<file path="src/rtl/sync_fifo_pkg.sv">
// sync_fifo_pkg: default sizes, pointer-width helper and configuration check for sync_fifo_param
package sync_fifo_pkg;
  localparam int DEF_WIDTH = 32;
  localparam int DEF_DEPTH = 16;
  function automatic int ptr_width(input int depth);
    return depth > 1 ? $clog2(depth) : 1;
  endfunction
  function automatic bit cfg_ok(input int depth, input int afull_th, input int aempty_th);
    return depth >= 2 && (depth & (depth - 1)) == 0 && aempty_th >= 0 && aempty_th < afull_th && afull_th <= depth;
  endfunction
endpackage

</file>
<file path="src/rtl/sync_fifo_mem.sv">
// sync_fifo_mem: simple dual-port array with registered (REG_READ=1) or combinational read
module sync_fifo_mem #(
  parameter int WIDTH = 32,
  parameter int DEPTH = 16,
  parameter int PTR_WIDTH = 4,
  parameter bit REG_READ = 1'b1
) (
  input  logic                 clk_i,
  input  logic                 rst_i,
  input  logic                 we,
  input  logic [PTR_WIDTH-1:0] waddr,
  input  logic [WIDTH-1:0]     wdata,
  input  logic                 re,
  input  logic [PTR_WIDTH-1:0] raddr,
  output logic [WIDTH-1:0]     rdata
);
  logic [WIDTH-1:0] mem [DEPTH];
  always_ff @(posedge clk_i) begin
    if (we) mem[waddr] <= wdata;
  end
  if (REG_READ) begin : g_reg
    logic [WIDTH-1:0] q;
    always_ff @(posedge clk_i) begin
      if (rst_i) q <= '0;
      else if (re) q <= mem[raddr];
    end
    assign rdata = q;
  end else begin : g_comb
    logic unused_ok;
    assign unused_ok = &{1'b0, re, rst_i};
    assign rdata = mem[raddr];
  end
endmodule

</file>
<file path="src/rtl/sync_fifo_param.sv">
// sync_fifo_param: single-clock FIFO with count, thresholds, error pulses; define SYNC_FIFO_FWFT_EN for first-word-fall-through reads
module sync_fifo_param
  import sync_fifo_pkg::*;
#(
  parameter int WIDTH = DEF_WIDTH,
  parameter int DEPTH = DEF_DEPTH,
  parameter int PTR_WIDTH = ptr_width(DEPTH),
  parameter int AFULL_TH = DEPTH - 2,
  parameter int AEMPTY_TH = 2
) (
  input  logic                 clk_i,
  input  logic                 rst_i,
  input  logic                 write_en_i,
  input  logic [WIDTH-1:0]     wdata_i,
  output logic                 full_out,
  output logic                 almost_full_out,
  output logic                 wr_err_out,
  input  logic                 read_en_i,
  output logic [WIDTH-1:0]     rdata_out,
  output logic                 rvalid_out,
  output logic                 empty_out,
  output logic                 almost_empty_out,
  output logic                 rd_err_out,
  output logic [PTR_WIDTH:0]   count_out
);
`ifdef SYNC_FIFO_FWFT_EN
  localparam bit REG_READ = 1'b0;
`else
  localparam bit REG_READ = 1'b1;
`endif
  localparam logic [PTR_WIDTH:0] CNT_FULL = (PTR_WIDTH+1)'(DEPTH);
  localparam logic [PTR_WIDTH:0] CNT_AF = (PTR_WIDTH+1)'(AFULL_TH);
  localparam logic [PTR_WIDTH:0] CNT_AE = (PTR_WIDTH+1)'(AEMPTY_TH);
  if (!cfg_ok(DEPTH, AFULL_TH, AEMPTY_TH)) begin : g_cfg_err
    $error("sync_fifo_param: DEPTH must be a power of 2 >= 2 and 0 <= AEMPTY_TH < AFULL_TH <= DEPTH");
  end
  logic [PTR_WIDTH-1:0] wr_ptr, rd_ptr;
  logic [PTR_WIDTH:0] count, count_nxt;
  logic rd_ok, wr_ok;
  assign empty_out = count == '0;
  assign full_out = count == CNT_FULL;
  assign almost_full_out = count >= CNT_AF;
  assign almost_empty_out = count <= CNT_AE;
  assign count_out = count;
  assign rd_ok = read_en_i & ~empty_out;
  assign wr_ok = write_en_i & (~full_out | rd_ok);
  assign count_nxt = count + (PTR_WIDTH+1)'(wr_ok) - (PTR_WIDTH+1)'(rd_ok);
  always_ff @(posedge clk_i) begin
    if (rst_i) begin
      wr_ptr <= '0;
      rd_ptr <= '0;
      count <= '0;
      wr_err_out <= 1'b0;
      rd_err_out <= 1'b0;
    end else begin
      wr_ptr <= wr_ok ? wr_ptr + PTR_WIDTH'(1) : wr_ptr;
      rd_ptr <= rd_ok ? rd_ptr + PTR_WIDTH'(1) : rd_ptr;
      count <= count_nxt;
      wr_err_out <= write_en_i & ~wr_ok;
      rd_err_out <= read_en_i & ~rd_ok;
    end
  end
  if (REG_READ) begin : g_rv
    logic rvalid_q;
    always_ff @(posedge clk_i) begin
      if (rst_i) rvalid_q <= 1'b0;
      else rvalid_q <= rd_ok;
    end
    assign rvalid_out = rvalid_q;
  end else begin : g_fwft
    assign rvalid_out = ~empty_out;
  end
  sync_fifo_mem #(
    .WIDTH(WIDTH),
    .DEPTH(DEPTH),
    .PTR_WIDTH(PTR_WIDTH),
    .REG_READ(REG_READ)
  ) u_mem (
    .clk_i(clk_i),
    .rst_i(rst_i),
    .we(wr_ok),
    .waddr(wr_ptr),
    .wdata(wdata_i),
    .re(rd_ok),
    .raddr(rd_ptr),
    .rdata(rdata_out)
  );
endmodule

</file>
<file path="config.mk">
export PLATFORM = sky130hd
export DESIGN_NAME = sync_fifo_param
export DESIGN_NICKNAME = d
export VERILOG_FILES = /design/src/rtl/sync_fifo_pkg.sv /design/src/rtl/sync_fifo_mem.sv /design/src/rtl/sync_fifo_param.sv
export SDC_FILE = /design/constraint.sdc
export NUM_CORES = 1
export LEC_CHECK = 0
export ABC_AREA = 1
export CAP_MARGIN = 20
export CORE_MARGIN = 2
export CORE_UTILIZATION = 35
export CTS_CLUSTER_SIZE = 40
export DETAILED_ROUTE_END_ITERATION = 8
export HOLD_SLACK_MARGIN = 0.02
export PLACE_DENSITY = 0.59
export SYNTH_ARGS = -nofsm -noshare
export SYNTH_HDL_FRONTEND = slang
export SYNTH_HIERARCHICAL = 1
export SYNTH_SLANG_ARGS = --single-unit
</file>
<file path="constraint.sdc">
create_clock -name clk_i -period 4.5 [get_ports clk_i]
set_input_delay 0.45 -clock clk_i [delete_from_list [all_inputs] [get_ports clk_i]]
set_output_delay 0.45 -clock clk_i [all_outputs]
set_load 0.01 [all_outputs]
</file>
==> flow_metrics.env, run 1 <==
export IMPL_yosys_warnings=6
export IMPL_fin_setup_tns_ns=0
export IMPL_grt_max_degree=238
export IMPL_synth_area_leader_cell="edfxtp_1"
export IMPL_clk_pin_slew_ns=0.06
export IMPL_rows=93
export IMPL_path_delay_family="simple AND/OR/NAND/NOR gates"
export IMPL_cts_hold_buf=0
export IMPL_gr_total_overflow=0
export IMPL_globalRouteTotalUtil=0.164
export IMPL_drtPass1Iterations=7
export IMPL_crit_slowest_cell="nor2_4"
export IMPL_worst_pin_slew_ns=1.21
export IMPL_r2r_start="count_out[2]"
export IMPL_period_minus_slack_ns=2.98
export IMPL_fmax_mhz=336
export IMPL_max_stage_delay_ns=0.74
export IMPL_yosys_top_cells_count="nand2_1, edfxtp_1, nand3_1"
export IMPL_min_to="count_out[1]"
export IMPL_ff2ff_setup_slack_ns=1.52
export IMPL_synthesis_nets=2041
export IMPL_cts_sinks=560
export IMPL_ir_worst_vdd_mv=0.286
export IMPL_dieHeight_um=259
export IMPL_gr_max_usage_layer="met2"
export IMPL_rr_endpoint="u_mem/mem[15][12]"
export IMPL_cts_setup_buffers=0
export IMPL_num_vias=14510
export IMPL_worst_setup_path_start_kind="register"
export IMPL_maxSlewViolCount=0
export IMPL_core_area_mm2=0.0645
export IMPL_cts_root_buf="clkbuf_16"
export IMPL_yosysTopAreaCellShare=0.674
export IMPL_fin_crit_sh=0.661
export IMPL_synth_most_common_cell="nand2_1"
export IMPL_start_util=0.354
export IMPL_path_max_fanout=20
export IMPL_ys_flop_type="edfxtp_1"
export IMPL_fin_nets=2089
export IMPL_reg2reg_depth=8
export IMPL_cts_buffers=56
export IMPL_die_x_um=259
export IMPL_synth_area_leaders="edfxtp_1, nand2_1, nand3_1"
export IMPL_setup_viol=0
export IMPL_avgRoutedWirePerCell_um=18.7
export IMPL_netlist_cell_type_count=33
export IMPL_cts_tree="built"
export IMPL_hold_class="input port to register"
export IMPL_routabilityCongestion=0.767
export IMPL_pin_count=80
export IMPL_dieArea_mm2=0.0672
export IMPL_remaining_drc_errors=0
export IMPL_worst_slack_ns=1.52
export IMPL_crit_arrival_ns=3.26
export IMPL_power_density_mw_per_mm2=526
export IMPL_path_cells="inv_1, ha_1, nand4_2, nand2_2, inv_2, nand3_1, nor2_4, buf_4"
export IMPL_grt_pass1_vias=14229
export IMPL_syn_area_mm2=0.0228
export IMPL_synth_avg_cell_area_um2=11.5
export IMPL_cts_resized=0
export IMPL_synth_cells=1992
export IMPL_port_buffers=79
export IMPL_drtIter0Drc=1237
export IMPL_utilization=0.405
export IMPL_crit_path_end_kind="register"
export IMPL_drive_gt1_frac=0.0670
export IMPL_min_from="rst_i"
export IMPL_clk_latency_ns=0.60
export IMPL_grt_pass1_wl_um=84900
export IMPL_diodes=0
export IMPL_cap_violations=0
export IMPL_use_met1=0.212
export IMPL_fin_skew_ns=0.0114
export IMPL_synth_seq_cells=560
export IMPL_critPathKind="register to register"
export IMPL_area_delta_synth_final_pct=14.4
export IMPL_htree_num_levels=2
export IMPL_met3_usage=0.0256
export IMPL_status="finished clean"
export IMPL_post_place_ws_ns=1.19
export IMPL_crit_required_ns=4.79
export IMPL_async_reset_ff_frac=0
export IMPL_ys_seq_area_frac=0.716
export IMPL_via_per_inst=4.93
export IMPL_drt_wl_total_um=55000
export IMPL_rsz0062_at_grt="false"
export IMPL_worst_path_buf_inv=3
export IMPL_max_slew_margin_rel=0.192
export IMPL_dp_hpwl_um=30300
export IMPL_power_static_leakage_nw=9.50
export IMPL_hold_viol=0
export IMPL_fillerInstances=6062
export IMPL_synth_edf_count=512
export IMPL_ant_nets=0
export IMPL_grtUsageMet2=0.280
export IMPL_hold_depth=2
export IMPL_clock_path_buffers=3
export IMPL_antenna_found_initial=0
-- worst max path at each step --
stage / start / end / cells after the start
after floorplan: count_out[2] / u_mem/mem[12][0] / 7
after global placement: read_en_i / u_mem/mem[15][11] / 8
after detailed placement: read_en_i / u_mem/mem[15][11] / 8
after CTS: count_out[2] / u_mem/mem[15][7] / 8
after global routing: count_out[2] / u_mem/mem[15][5] / 8
final: count_out[2] / u_mem/mem[15][12] / 8
-- metrics by stage --
stage / cell area [µm²] / power [mW] / hold WS (ns) / std cells
floorplan: 22800 / 8.40 / 0.462 / 1992
global placement: 24200 / 9.33 / 0.543 / 2832
detailed placement: 24200 / 9.37 / 0.542 / 2833
CTS: 26000 / 13.9 / 0.242 / 2939
global route: 26100 / 14.4 / 0.276 / 2943
finish: 26100 / 13.7 / 0.275 / 2943
-- state kept, by name, summed over array words and instances (netlist names) --
name / cells
u_mem/mem: 512
u_mem/rdata: 32
count_out: 5
rvalid_out: 1
rd_ptr: 4
wr_ptr: 4
rd_err_out: 1
wr_err_out: 1
-- layout by cell type, fill, tap and decap left out, drive strengths merged --
cell / instances
bufinv: 4
xor2: 1
o21ai: 4
nand4: 2
nor2: 101
buf: 27
edfxtp: 512
clkinv: 26
clkbuf: 73
clkdlybuf4s50: 78
inv: 59
a21oi: 8
fa: 1
o21a: 1
ha: 12
xnor2: 1
nand2: 702
nor3: 1
dfxtp: 48
nand3: 424
nand3b: 3
-- power breakdown --
group	switching [mW]	internal, mW
logic	2.07	1.05
registers	0.195	5.92
clock network	1.91	2.59
total	4.17	9.56
-- final cells by class --
class                      instances  area (µm²)  area share
clock buffer                      73        1520      0.0581
clock inverter                    33         256     0.00983
inverter                          56         223     0.00854
multi-input combinational       1261        5600       0.215
sequential                       560       16300       0.626
tap                              855        1070      0.0410
timing repair buffer             105        1080      0.0415
-- cell families after synthesis --
group	share of synthesized area
AND/OR/NAND/NOR	0.229
flip-flops	0.716
buffers and inverters	0.0439
AO/OA/AOI/OAI	0.00313
adder cells (fa/ha/maj)	0.00746
XOR/XNOR	0.000768
-- metal layers --
| layer | up-vias | share of wire | wire length (µm) |
|---|---|---|---|
| met4 | 0 | 0.024 | 1310 |
| met1 | 7048 | 0.42 | 23300 |
| met2 | 424 | 0.49 | 27200 |
| li1 | 6961 | - | - |
| met3 | 77 | 0.057 | 3150 |
| met5 | - | 0 | 0 |
Power figures use the tool's default switching activity.
==> run 2, diff against run 1 <==
==> constraint.sdc (replaced) <==
create_clock -name clk_i -period 3.1 [get_ports clk_i]
set_input_delay 0.31 -clock clk_i [delete_from_list [all_inputs] [get_ports clk_i]]
set_output_delay 0.31 -clock clk_i [all_outputs]
set_load 0.01 [all_outputs]
==> run 2 against run 1 <==
Cell area up 1.4%; first-iteration DRC count down 11%; die area unchanged; setup slack worse by 1.0 ns; core utilization up 0.57 points; cell count up 0.92%; maximum frequency up 15%; worst hold slack worse by 0.065 ns; clock-buffer cell count up 16; non-clock buffer count up 25; global-route usage up 0.39 points; clock power up 53%.
==> flow_metrics.env, run 2 (synthesized netlist as in run 1, its figures left out) <==
export IMPL_status="finished clean"
export IMPL_crit_path_end_kind="register"
export IMPL_crit_slowest_cell="buf_4"
export IMPL_htree_num_levels=2
export IMPL_power_static_leakage_nw=9.71
export IMPL_path_max_fanout=24
export IMPL_cts_buffers=57
export IMPL_start_util=0.354
export IMPL_rows=93
export IMPL_worst_setup_path_start_kind="register"
export IMPL_dieArea_mm2=0.0672
export IMPL_die_x_um=259
export IMPL_clk_pin_slew_ns=0.06
export IMPL_design_area_mm2=0.0265
export IMPL_maxSlewViolCount=0
export IMPL_grt_pass1_vias=14741
export IMPL_ff2ff_setup_slack_ns=0.52
export IMPL_cts_root_buf="clkbuf_16"
export IMPL_hold_class="input port to register"
export IMPL_period_minus_slack_ns=2.58
export IMPL_grt_pass1_wl_um=86800
export IMPL_cts_setup_buffers=0
export IMPL_rsz0062_at_grt="false"
export IMPL_crit_arrival_ns=2.83
export IMPL_total_power_mw=20.4
export IMPL_worst_slack_ns=0.518
export IMPL_cts_sinks=560
export IMPL_gr_total_overflow=0
export IMPL_num_vias=14772
export IMPL_ant_nets=0
export IMPL_power_density_mw_per_mm2=771
export IMPL_crit_required_ns=3.35
export IMPL_critPathKind="register to register"
export IMPL_drive_gt1_frac=0.0851
export IMPL_cap_violations=0
export IMPL_fin_nets=2115
export IMPL_clock_path_buffers=3
export IMPL_grt_max_degree=177
export IMPL_drt_wl_total_um=56300
export IMPL_dp_hpwl_um=31800
export IMPL_cts_resized=0
export IMPL_setup_viol=0
export IMPL_max_slew_margin_rel=0.372
export IMPL_max_stage_delay_ns=0.42
export IMPL_layout_common_cells="nand2_1, edfxtp_1, nand3_1"
export IMPL_placed_cell_area_mm2=0.0246
export IMPL_dieHeight_um=259
export IMPL_final_common_cell="nand2_1"
export IMPL_worst_path_buf_inv=3
export IMPL_core_area_mm2=0.0645
export IMPL_antenna_found_initial=0
export IMPL_drtIter0Drc=1102
export IMPL_largest_reg_flops=512
export IMPL_seq_area_mm2=0.0163
export IMPL_path_cells="inv_1, ha_1, nand4_2, nand2_2, inv_2, nand3_1, nor2_4, buf_4"
export IMPL_via_per_inst=4.97
export IMPL_dp_cells=2862
export IMPL_hold_viol=0
export IMPL_fillerInstances=6082
export IMPL_post_place_ws_ns=0.403
export IMPL_fin_crit_sh=0.833
export IMPL_clk_latency_ns=0.60
export IMPL_avgRoutedWirePerCell_um=18.9
export IMPL_globalRouteTotalUtil=0.167
export IMPL_pin_count=80
export IMPL_largest_register="u_mem/mem"
export IMPL_fin_setup_tns_ns=0
export IMPL_ir_worst_vdd_mv=0.449
export IMPL_cts_tree="built"
export IMPL_worst_pin_slew_ns=0.942
export IMPL_port_buffers=79
export IMPL_routabilityCongestion=0.773
export IMPL_path_delay_family="simple AND/OR/NAND/NOR gates"
export IMPL_final_cells=2970
export IMPL_fin_skew_ns=0.00981
export IMPL_multiInputGateArea_mm2=0.00560
export IMPL_drtPass1Iterations=5
export IMPL_cts_hold_buf=0
export IMPL_area_delta_synth_final_pct=16.0
export IMPL_fmax_mhz=387
export IMPL_diodes=0
export IMPL_remaining_drc_errors=0
==> run 2: stage by stage <==
step	util	hold slack [ns]
floorplan	-	0.372
CTS	0.410	0.197
global placement	0.381	0.543
finish	0.410	0.210
detailed placement	0.381	0.545
global route	0.410	0.264
==> run 2: metal layers <==
metal	share of wire	up-vias	wire, µm	global-route usage
met3	0.057	101	3210	0.0277
met4	0.028	0	1550	0.0567
li1	-	7007	-	-
met1	0.43	7223	24500	0.219
met5	0	-	0	0
met2	0.48	441	27000	0.283
==> run 2: worst paths after layout <==
check / startpoint / endpoint / cells after the start
setup reg to reg: count_out[2] / u_mem/mem[15][0] / 8
hold / removal: rst_i / count_out[1] / 2
hold reg to reg: u_mem/rdata[27] / u_mem/rdata[27] / 4
setup / recovery: count_out[2] / u_mem/mem[15][0] / 8
==> run 2: worst register-to-register path, cell delays in order, from the launching register on <==
cell and delay, ns:
dfxtp_1 0.41, inv_1 0.11, ha_1 0.26, nand4_2 0.19, nand2_2 0.08, inv_2 0.17, nand3_1 0.37, nor2_4 0.20
buf_4 0.42
==> run 2: power breakdown <==
group	total [mW]	leakage [nW]	internal, mW	switching (mW)
clock network	6.90	0.935	4.06	2.85
registers	8.81	5.02	8.59	0.217
logic	4.68	3.75	1.60	3.08
total	20.4	9.71	14.2	6.15
==> run 2: layout make-up <==
| class | instances | area share |
|---|---|---|
| multi-input combinational | 1261 | 0.212 |
| clock buffer | 89 | 0.0650 |
| sequential | 560 | 0.618 |
| clock inverter | 19 | 0.00709 |
| timing repair buffer | 130 | 0.0498 |
| inverter | 56 | 0.00832 |
| tap | 855 | 0.0404 |
